[config.mk]
export PLATFORM = sky130hd
export DESIGN_NAME = nes_pad_reader
export DESIGN_NICKNAME = d
export VERILOG_FILES = /design/src/rtl/nes_pad_reader_pkg.sv /design/src/rtl/nes_pad_reader_sync.sv /design/src/rtl/nes_pad_reader.sv
export SDC_FILE = /design/constraint.sdc
export NUM_CORES = 1
export LEC_CHECK = 0
export ABC_AREA = 1
export CAP_MARGIN = 25
export CORE_ASPECT_RATIO = 0.6
export CORE_MARGIN = 3
export CORE_UTILIZATION = 50
export DETAILED_ROUTE_END_ITERATION = 12
export PLACE_DENSITY = 0.69
export SKIP_CTS_REPAIR_TIMING = 1
export SLEW_MARGIN = 20
export SYNTH_ARGS = -nofsm -noshare
export SYNTH_HDL_FRONTEND = slang
export SYNTH_SLANG_ARGS = --single-unit
[constraint.sdc]
create_clock -name clk -period 2.3 [get_ports clk]
set_input_delay 0.23 -clock clk [delete_from_list [all_inputs] [get_ports clk]]
set_output_delay 0.23 -clock clk [all_outputs]
set_load 0.03 [all_outputs]
[src/rtl/nes_pad_reader_pkg.sv]
// configPackage: FSM state encoding and default NES pad timing constants.
package configPackage;
    localparam int LATCH_CYC_DEF = 258;
    localparam int HALF_CYC_DEF  = 129;
    localparam int POLL_CYC_DEF  = 357955;
    typedef enum logic [2:0] {IDLE, LATCH, CLK_LO, CLK_HI, DONE} state_t;
endpackage

[src/rtl/nes_pad_reader_sync.sv]
// pad_sync: two-flop synchronizer for the pad serial line, resets to the idle-high level.
module pad_sync (
    input  logic clk,
    input  logic reset,
    input  logic i_d,
    output logic o_q
);
    logic r_meta;
    logic r_sync;
    always_ff @(posedge clk) begin
        if (reset) begin
            r_meta <= 1'b1;
            r_sync <= 1'b1;
        end else begin
            r_meta <= i_d;
            r_sync <= r_meta;
        end
    end
    assign o_q = r_sync;
endmodule

[src/rtl/nes_pad_reader.sv]
// nes_pad_reader: polls an NES pad's 4021 shift register and publishes two-poll-deglitched buttons.
module nes_pad_reader
    import configPackage::*;
#(
    parameter int LATCH_CYC = LATCH_CYC_DEF,
    parameter int HALF_CYC  = HALF_CYC_DEF,
    parameter int POLL_CYC  = POLL_CYC_DEF
) (
    input  logic        clk,
    input  logic        reset,
    output logic        joy_strb,
    output logic        joy_clk,
    input  logic        joy_data,
    output logic [11:0] buttons,
    output logic        valid
);
    localparam logic [18:0] POLL_LAST  = 19'(POLL_CYC - 1);
    localparam logic [8:0]  LATCH_LAST = 9'(LATCH_CYC - 1);
    localparam logic [8:0]  HALF_LAST  = 9'(HALF_CYC - 1);

    state_t      r_state;
    state_t      w_next;
    logic [18:0] r_poll;
    logic [8:0]  r_ph;
    logic [2:0]  r_idx;
    logic [7:0]  r_shift;
    logic [7:0]  r_prev;
    logic [7:0]  r_btn;
    logic        r_valid;
    logic        r_strb;
    logic        r_jclk;
    logic        w_data;
    logic        w_sample;
    logic        w_done;

    pad_sync u_sync (
        .clk   (clk),
        .reset (reset),
        .i_d   (joy_data),
        .o_q   (w_data)
    );

    always_comb begin
        w_next = r_state;
        case (r_state)
            IDLE:    w_next = (r_poll == POLL_LAST) ? LATCH : IDLE;
            LATCH:   w_next = (r_ph == LATCH_LAST) ? CLK_LO : LATCH;
            CLK_LO:  w_next = (r_ph == HALF_LAST) ? CLK_HI : CLK_LO;
            CLK_HI:  w_next = (r_ph != HALF_LAST) ? CLK_HI : (r_idx == 3'd7) ? DONE : CLK_LO;
            default: w_next = IDLE;
        endcase
        w_sample = (r_state == CLK_LO) && (r_ph == HALF_LAST);
        w_done   = (r_state == CLK_HI) && (w_next == DONE);
    end

    // Outputs are registered from the next state so they line up with the state they belong to.
    always_ff @(posedge clk) begin
        if (reset) begin
            r_state <= IDLE;
            r_poll  <= POLL_LAST;
            r_ph    <= 9'd0;
            r_idx   <= 3'd0;
            r_shift <= 8'd0;
            r_prev  <= 8'd0;
            r_btn   <= 8'd0;
            r_valid <= 1'b0;
            r_strb  <= 1'b0;
            r_jclk  <= 1'b1;
        end else begin
            r_state <= w_next;
            r_poll  <= (r_state == IDLE && w_next == LATCH) ? 19'd0 :
                       (r_poll == POLL_LAST) ? r_poll : r_poll + 19'd1;
            r_ph    <= (r_state == IDLE || w_next != r_state) ? 9'd0 : r_ph + 9'd1;
            r_idx   <= (r_state == LATCH) ? 3'd0 :
                       (r_state == CLK_HI && w_next == CLK_LO) ? r_idx + 3'd1 : r_idx;
            if (w_sample)
                r_shift[r_idx] <= ~w_data;
            r_valid <= w_done && (r_shift == r_prev);
            if (w_done) begin
                r_prev <= r_shift;
                if (r_shift == r_prev)
                    r_btn <= r_shift;
            end
            r_strb  <= (w_next == LATCH);
            r_jclk  <= (w_next != CLK_LO);
        end
    end

    assign joy_strb = r_strb;
    assign joy_clk  = r_jclk;
    assign buttons  = {4'b0000, r_btn};
    assign valid    = r_valid;
endmodule

==> results.yml, run 1 <==
yosys:
  synth_area_per_cell_um2: 7.52
  synth_top_family_by_area: "simple AND/OR/NAND/NOR gates"
  synth_adder_area_share_pct: 2.99
  synth_compound_area_share_pct: 7.89
  yosys_warnings: 0
  synth_simple_gate_area_share_pct: 31.2
  yosys.area.top_type_share_pct: 43.0
  syn_inst: 390
  synth.mux.area_fraction_pct: 0
  mappedNetlistArea_mm2: 0.00293
  synth_top_cell_by_area: "dfxtp_1"
  yosysSeqAreaShare_pct: 43.0
  synthDistinctLibCells: 32
  synth-seq-cells: 63
  synth_area_leaders: "dfxtp_1, nand2_1, nor2_1, inv_1, xnor2_1"
  synthXorXnorAreaFrac_pct: 7.16
drt:
  dr.first_iter.drc_count: 122
  drt_wl_total_mm: 5.92
  viasPerCell: 4.81
  wire_per_inst_um: 12.0
  first_pass_iters: 4
  antenna_left: 0
  drcViolationCount: 0
  num_vias: 2371
placed_design:
  port_buffers: 13
  gp_congestion: 0.838
  place_hpwl_mm: 4.41
  placed_cells: 477
setup_path:
  r2r-start: "r_ph[0]$_SDFF_PP0_"
  critPathRequiredTime_ns: 2.58
  endpoint_kind: "flip-flop"
  slowest_delay_ns: 0.35
  r2r_cells: 12
  cp_cell_sequence: "inv_1, ha_1, nand2_1, nor2_1, nand2_1, inv_2, nand3_2, clkinv_2, nand3b_4, nor2_4, inv_2, o21ai_1"
  start_kind: "flip-flop"
  cp_slowest_cell: "dfxtp_1"
  cp_max_fo: 13
  crit_path_start: "r_ph[0]$_SDFF_PP0_"
  crit_type: "flip-flop to flip-flop"
  crit_arrival_ns: 2.12
sta:
  drv_slew: 0
  rsz0062_at_grt: "false"
  whs_ns: 0.420
  fmax_mhz: 545
  finalCritPeriodShare_pct: 79.7
  period_minus_slack_ns: 1.83
  setup_tns_ns: 0
  fin_skew_ns: 0.0101
  hold_viol_final: 0
  setup_viol: 0
global_routing:
  grt_pass1_wl_mm: 10.3
  grt_usage_pct: 19.4
  grt_antenna_before_repair: 0
  grt_max_degree: 16
  grt_overflow: 0
  grt_pass1_vias: 2177
clocking:
  root_buffer: "clkbuf_8"
  cts_buffers: 9
  cts_max_level: 3
  clk_pin_slew_worst_paths_ns: 0.08
  clkSinkCount: 63
  cts_tree: "built"
  clock_latency_ns: 0.35
  clock_path_buffers: 2
finish:
  multi_input_comb_area_mm2: 0.00146
  num_antenna_cells: 0
  drive_gt1_share_pct: 11.3
  syn_to_final_growth_pct: 13.9
  final_core_utilization_pct: 62.4
  nets: 421
  regArea_mm2: 0.00126
  fin_cells: 493
  fillers: 512
die:
  start_util_pct: 54.8
  fp-row-count: 20
  die_w_um: 105
  coreArea_mm2: 0.00536
  io_pins: 18
  die-area_mm2: 0.00685
  die_h_um: 65.3
job:
  cap_violations: 0
pwr:
  peakVddDrop_mv: 0.366
  p_per_area_mw_per_mm2: 951
  leakage_nw: 1.38
  power_mw: 3.18
hold_path:
  hold_path_class: "flip-flop to flip-flop"
  hold_start: "u_sync.r_meta$_SDFF_PP1_"
  holdPathStages: 1
run_status:
  status: "complete, no violations"
==> critical path: cells and delay by family (launching register included) <==
family | cells | cell delay (ns)
compound gates | 1 | 0.11
simple gates | 6 | 0.80
fa+ha+maj | 1 | 0.14
buf+inv | 4 | 0.38
flops | 1 | 0.35
==> per-layer routing <==
metal	global-route usage, %	vias to the layer above	share of wire, %
li1	-	1271	-
met1	27.2	1037	53
met2	27.0	54	39
met3	6.77	9	6.2
met4	7.86	0	1.3
met5	0	-	0
==> report_power, final <==
group	switching (mW)	total, mW	internal [mW]
clock network	0.451	0.950	0.499
registers	0.125	1.34	1.22
logic	0.578	0.887	0.309
==> synth_stat cells <==
library cell / instances
nand3b_4: 1
o21ai_1: 5
xor2_1: 10
a31oi_1: 1
xnor2_1: 14
or2_2: 2
nor2_2: 4
nor3b_1: 1
nand3_1: 18
nand2_2: 3
clkbuf_1: 4
nor2_8: 1
nand2_1: 75
nand2_4: 1
o21ai_0: 22
ha_1: 7
conb_1: 1
clkinv_2: 1
inv_2: 7
nand3b_1: 1
a21oi_1: 18
dfxtp_1: 63
nand3_4: 1
nor3_1: 8
nand4_1: 7
nor2_4: 3
buf_4: 4
nor3_4: 1
inv_1: 38
nand3_2: 3
nor2_1: 64
buf_2: 1
==> area by class of cell <==
type / count / area share [%]
inverters: 46 / 5.20
flip-flops and latches: 63 / 37.7
clock buffers: 9 / 3.71
well taps: 77 / 2.88
multi-input cells: 275 / 43.7
repair buffers: 16 / 4.57
clock inverters: 7 / 2.21
==> final timing paths <==
check                                to  slack (ns)
setup / recovery  r_btn[0]$_SDFFE_PP0P_        0.47
hold / removal    u_sync.o_q$_SDFF_PP1_        0.42
setup reg to reg  r_btn[0]$_SDFFE_PP0P_        0.47
hold reg to reg   u_sync.o_q$_SDFF_PP1_        0.42
==> sequential cells by signal, summed over array words and instances (netlist names), 3 cells and up <==
signal	cells
r_prev	8
r_idx	3
r_ph	9
r_shift	8
r_poll	19
r_state	3
r_btn	8
==> through the flow <==
step / area [um^2] / setup WS, ns
after floorplan: 2950 / 0.767
after global placement: 3140 / 0.562
after detailed placement: 3140 / 0.478
after CTS: 3340 / 0.451
after global routing: 3340 / 0.228
final: 3340 / 0.466
==> cell usage in the layout, fill, tap and decap left out, types with 2 or more instances in the layout <==
cell type,Yosys,layout
nand2_1,75,75
nor2_1,64,64
dfxtp_1,63,63
inv_1,38,38
o21ai_0,22,22
nand3_1,18,18
a21oi_1,18,18
xnor2_1,14,14
clkdlybuf4s50_1,0,13
xor2_1,10,10
clkbuf_8,0,9
nor3_1,8,8
nand4_1,7,7
inv_2,7,7
ha_1,7,7
o21ai_1,5,5
nor2_2,4,4
conb_1,1,4
clkinvlp_4,0,4
nor2_4,3,3
nand2_2,3,3
nand3_2,3,3
buf_4,4,3
clkinv_2,1,2
or2_2,2,2
==> logic make-up after synthesis <==
group / count (synthesis)
adders and majority gates: 7
AOI/OAI and AO/OA: 46
buffers and inverters: 55
and+or+nand+nor: 194
DFF: 63
xor gates and xnor gates: 24
other: 1
Power figures use the tool's default switching activity.
==> inputs of run 2 (changes only) <==
--- a/config.mk
+++ b/config.mk
@@ -11,7 +11,7 @@
 export CORE_MARGIN = 3
 export CORE_UTILIZATION = 50
 export DETAILED_ROUTE_END_ITERATION = 12
-export PLACE_DENSITY = 0.69
+export PLACE_DENSITY = 0.72
 export SKIP_CTS_REPAIR_TIMING = 1
 export SLEW_MARGIN = 20
 export SYNTH_ARGS = -nofsm -noshare
==> constraint.sdc (replaced) <==
create_clock -name clk -period 1.5 [get_ports clk]
set_input_delay 0.15 -clock clk [delete_from_list [all_inputs] [get_ports clk]]
set_output_delay 0.15 -clock clk [all_outputs]
set_load 0.03 [all_outputs]
==> run 2 against run 1 <==
  * Power grew 77%
  * Critical path depth down 2
  * The flow now finishes with violations (setup timing)
  * Core utilization up 9.8 points
  * Register-to-register slack worse by 0.62 ns
  * Largest cell class unchanged
  * Sequential power is 54% higher
  * Combinational power rose by 150%
  * Clock skew decreased by 0.0021 ns
==> results.yml, run 2 (same netlist as run 1, synthesis figures left out) <==
run_status:
  status: "finished with violations"
  violations: "setup timing"
finish:
  fin_area_mm2: 0.00387
  nets: 457
  final_cell_mix: "nand2_1, dfxtp_1, nor2_1"
  top_register: "r_poll"
  num_antenna_cells: 0
  final_core_utilization_pct: 72.2
  largest_reg_flops: 19
  final_common_cell: "nand2_1"
  reg.largest.list: "r_poll (19), r_ph (9)"
  drive_gt1_share_pct: 28.4
  syn_to_final_growth_pct: 31.9
  fillers: 425
clocking:
  cts_tree: "built"
  clock_path_buffers: 2
  cts_buffers: 9
  cts_max_level: 3
  clock_latency_ns: 0.34
  root_buffer: "clkbuf_8"
  clk_pin_slew_worst_paths_ns: 0.06
  clkSinkCount: 63
setup_path:
  crit_type: "flip-flop to flip-flop"
  worst_r2r_endpoint: "r_shift[1]$_SDFFE_PP0P_"
  r2r_cells: 10
  crit_path_end: "r_shift[1]$_SDFFE_PP0P_"
  endpoint_kind: "flip-flop"
  crit_path_start: "r_ph[0]$_SDFF_PP0_"
  cp_max_fo: 5
  start_kind: "flip-flop"
  crit_arrival_ns: 1.92
  r2r-start: "r_ph[0]$_SDFF_PP0_"
  ff2ff_setup_slack_ns: -0.16
  critPathRequiredTime_ns: 1.76
pwr:
  leakage_nw: 1.80
  power_mw: 5.62
  peakVddDrop_mv: 1.05
  p_per_area_mw_per_mm2: 1450
global_routing:
  grt_pass1_vias: 2246
  grt_usage_pct: 18.7
  grt_antenna_before_repair: 0
  grt_overflow: 0
  grt_pass1_wl_mm: 10.2
  grt_max_degree: 17
placed_design:
  gp_congestion: 0.812
  port_buffers: 13
  place_hpwl_mm: 4.40
  place_area_mm2: 0.00336
  dp_slack_ns: -0.113
die:
  die_w_um: 105
  start_util_pct: 54.8
  die-area_mm2: 0.00685
  coreArea_mm2: 0.00536
  io_pins: 18
  die_h_um: 65.3
  fp-row-count: 20
sta:
  fin_skew_ns: 0.00805
  setup_viol: 24
  fmax_mhz: 604
  worst_slack_ns: -0.156
  finalCritPeriodShare_pct: 110
  hold_viol_final: 0
  rsz0062_at_grt: "true"
  period_minus_slack_ns: 1.66
  drv_slew: 0
  setup_tns_ns: -1.46
drt:
  viasPerCell: 5.00
  antenna_left: 0
  dr.first_iter.drc_count: 156
  drcViolationCount: 0
  drt_wl_total_mm: 6.80
  first_pass_iters: 4
  num_vias: 2641
  wire_per_inst_um: 12.9
job:
  cap_violations: 0
hold_path:
  hold_path_class: "primary input to flip-flop"
[run 2: changes by cell type in the layout (fill, tap and decap cells not counted), sizes merged]
cell	delta
nand3b	+1
clkbuf	+3
clkinv	-1
dlymetal6s2s	+11
clkinvlp	-3
bufinv	-1
clkdlybuf4s50	-11
inv	+1
buf	+35
[run 2: worst max-delay path, stage by stage (launching register included)]
cell,delay (ns)
dfxtp_2,0.34
inv_2,0.06
ha_4,0.13
nand2_4,0.05
nor2_4,0.12
nand3_1,0.15
inv_2,0.13
nand2_2,0.11
nor2_1,0.18
o21ai_0,0.14
a21oi_1,0.16
[run 2: how the worst min path moves through the flow]
stage                                   from                        to  slack [ns]  cells after the start
global placement    u_sync.r_meta$_SDFF_PP1_     u_sync.o_q$_SDFF_PP1_        0.40                      1
global route                        joy_data  u_sync.r_meta$_SDFF_PP1_        0.40                      2
finish                              joy_data  u_sync.r_meta$_SDFF_PP1_        0.38                      2
floorplan                              reset          valid$_SDFF_PP0_        0.22                      1
CTS                                 joy_data  u_sync.r_meta$_SDFF_PP1_        0.36                      2
detailed placement  u_sync.r_meta$_SDFF_PP1_     u_sync.o_q$_SDFF_PP1_        0.40                      1
[run 2: metal layers]
metal | vias to the layer above | GRT usage [%] | routed length (um)
met5 | - | 0 | 0
met4 | 0 | 6.87 | 87
met3 | 10 | 6.48 | 356
met2 | 76 | 26.6 | 2980
met1 | 1210 | 26.2 | 3380
li1 | 1345 | - | -
[run 2: layout make-up]
cell class	count	area [um^2]	area share [%]
clock buffer	12	165	4.27
clock inverter	3	17.5	0.453
inverter	46	180	4.66
multi-input combinational	276	1670	43.1
sequential	63	1270	33.0
tap	77	96.3	2.49
timing repair buffer	51	465	12.0
[run 2: metrics by stage]
stage          hold WS (ns)  cells
6_report              0.382    528
3_3_place_gp          0.396    505
5_1_grt               0.397    528
4_1_cts               0.365    520
2_1_floorplan         0.222    393
3_5_place_dp          0.401    505
[run 2: report_power, final]
| group | switching, mW | internal, mW |
|---|---|---|
| Clock | 0.628 | 0.719 |
| Sequential | 0.171 | 1.89 |
| Combinational | 1.22 | 0.991 |
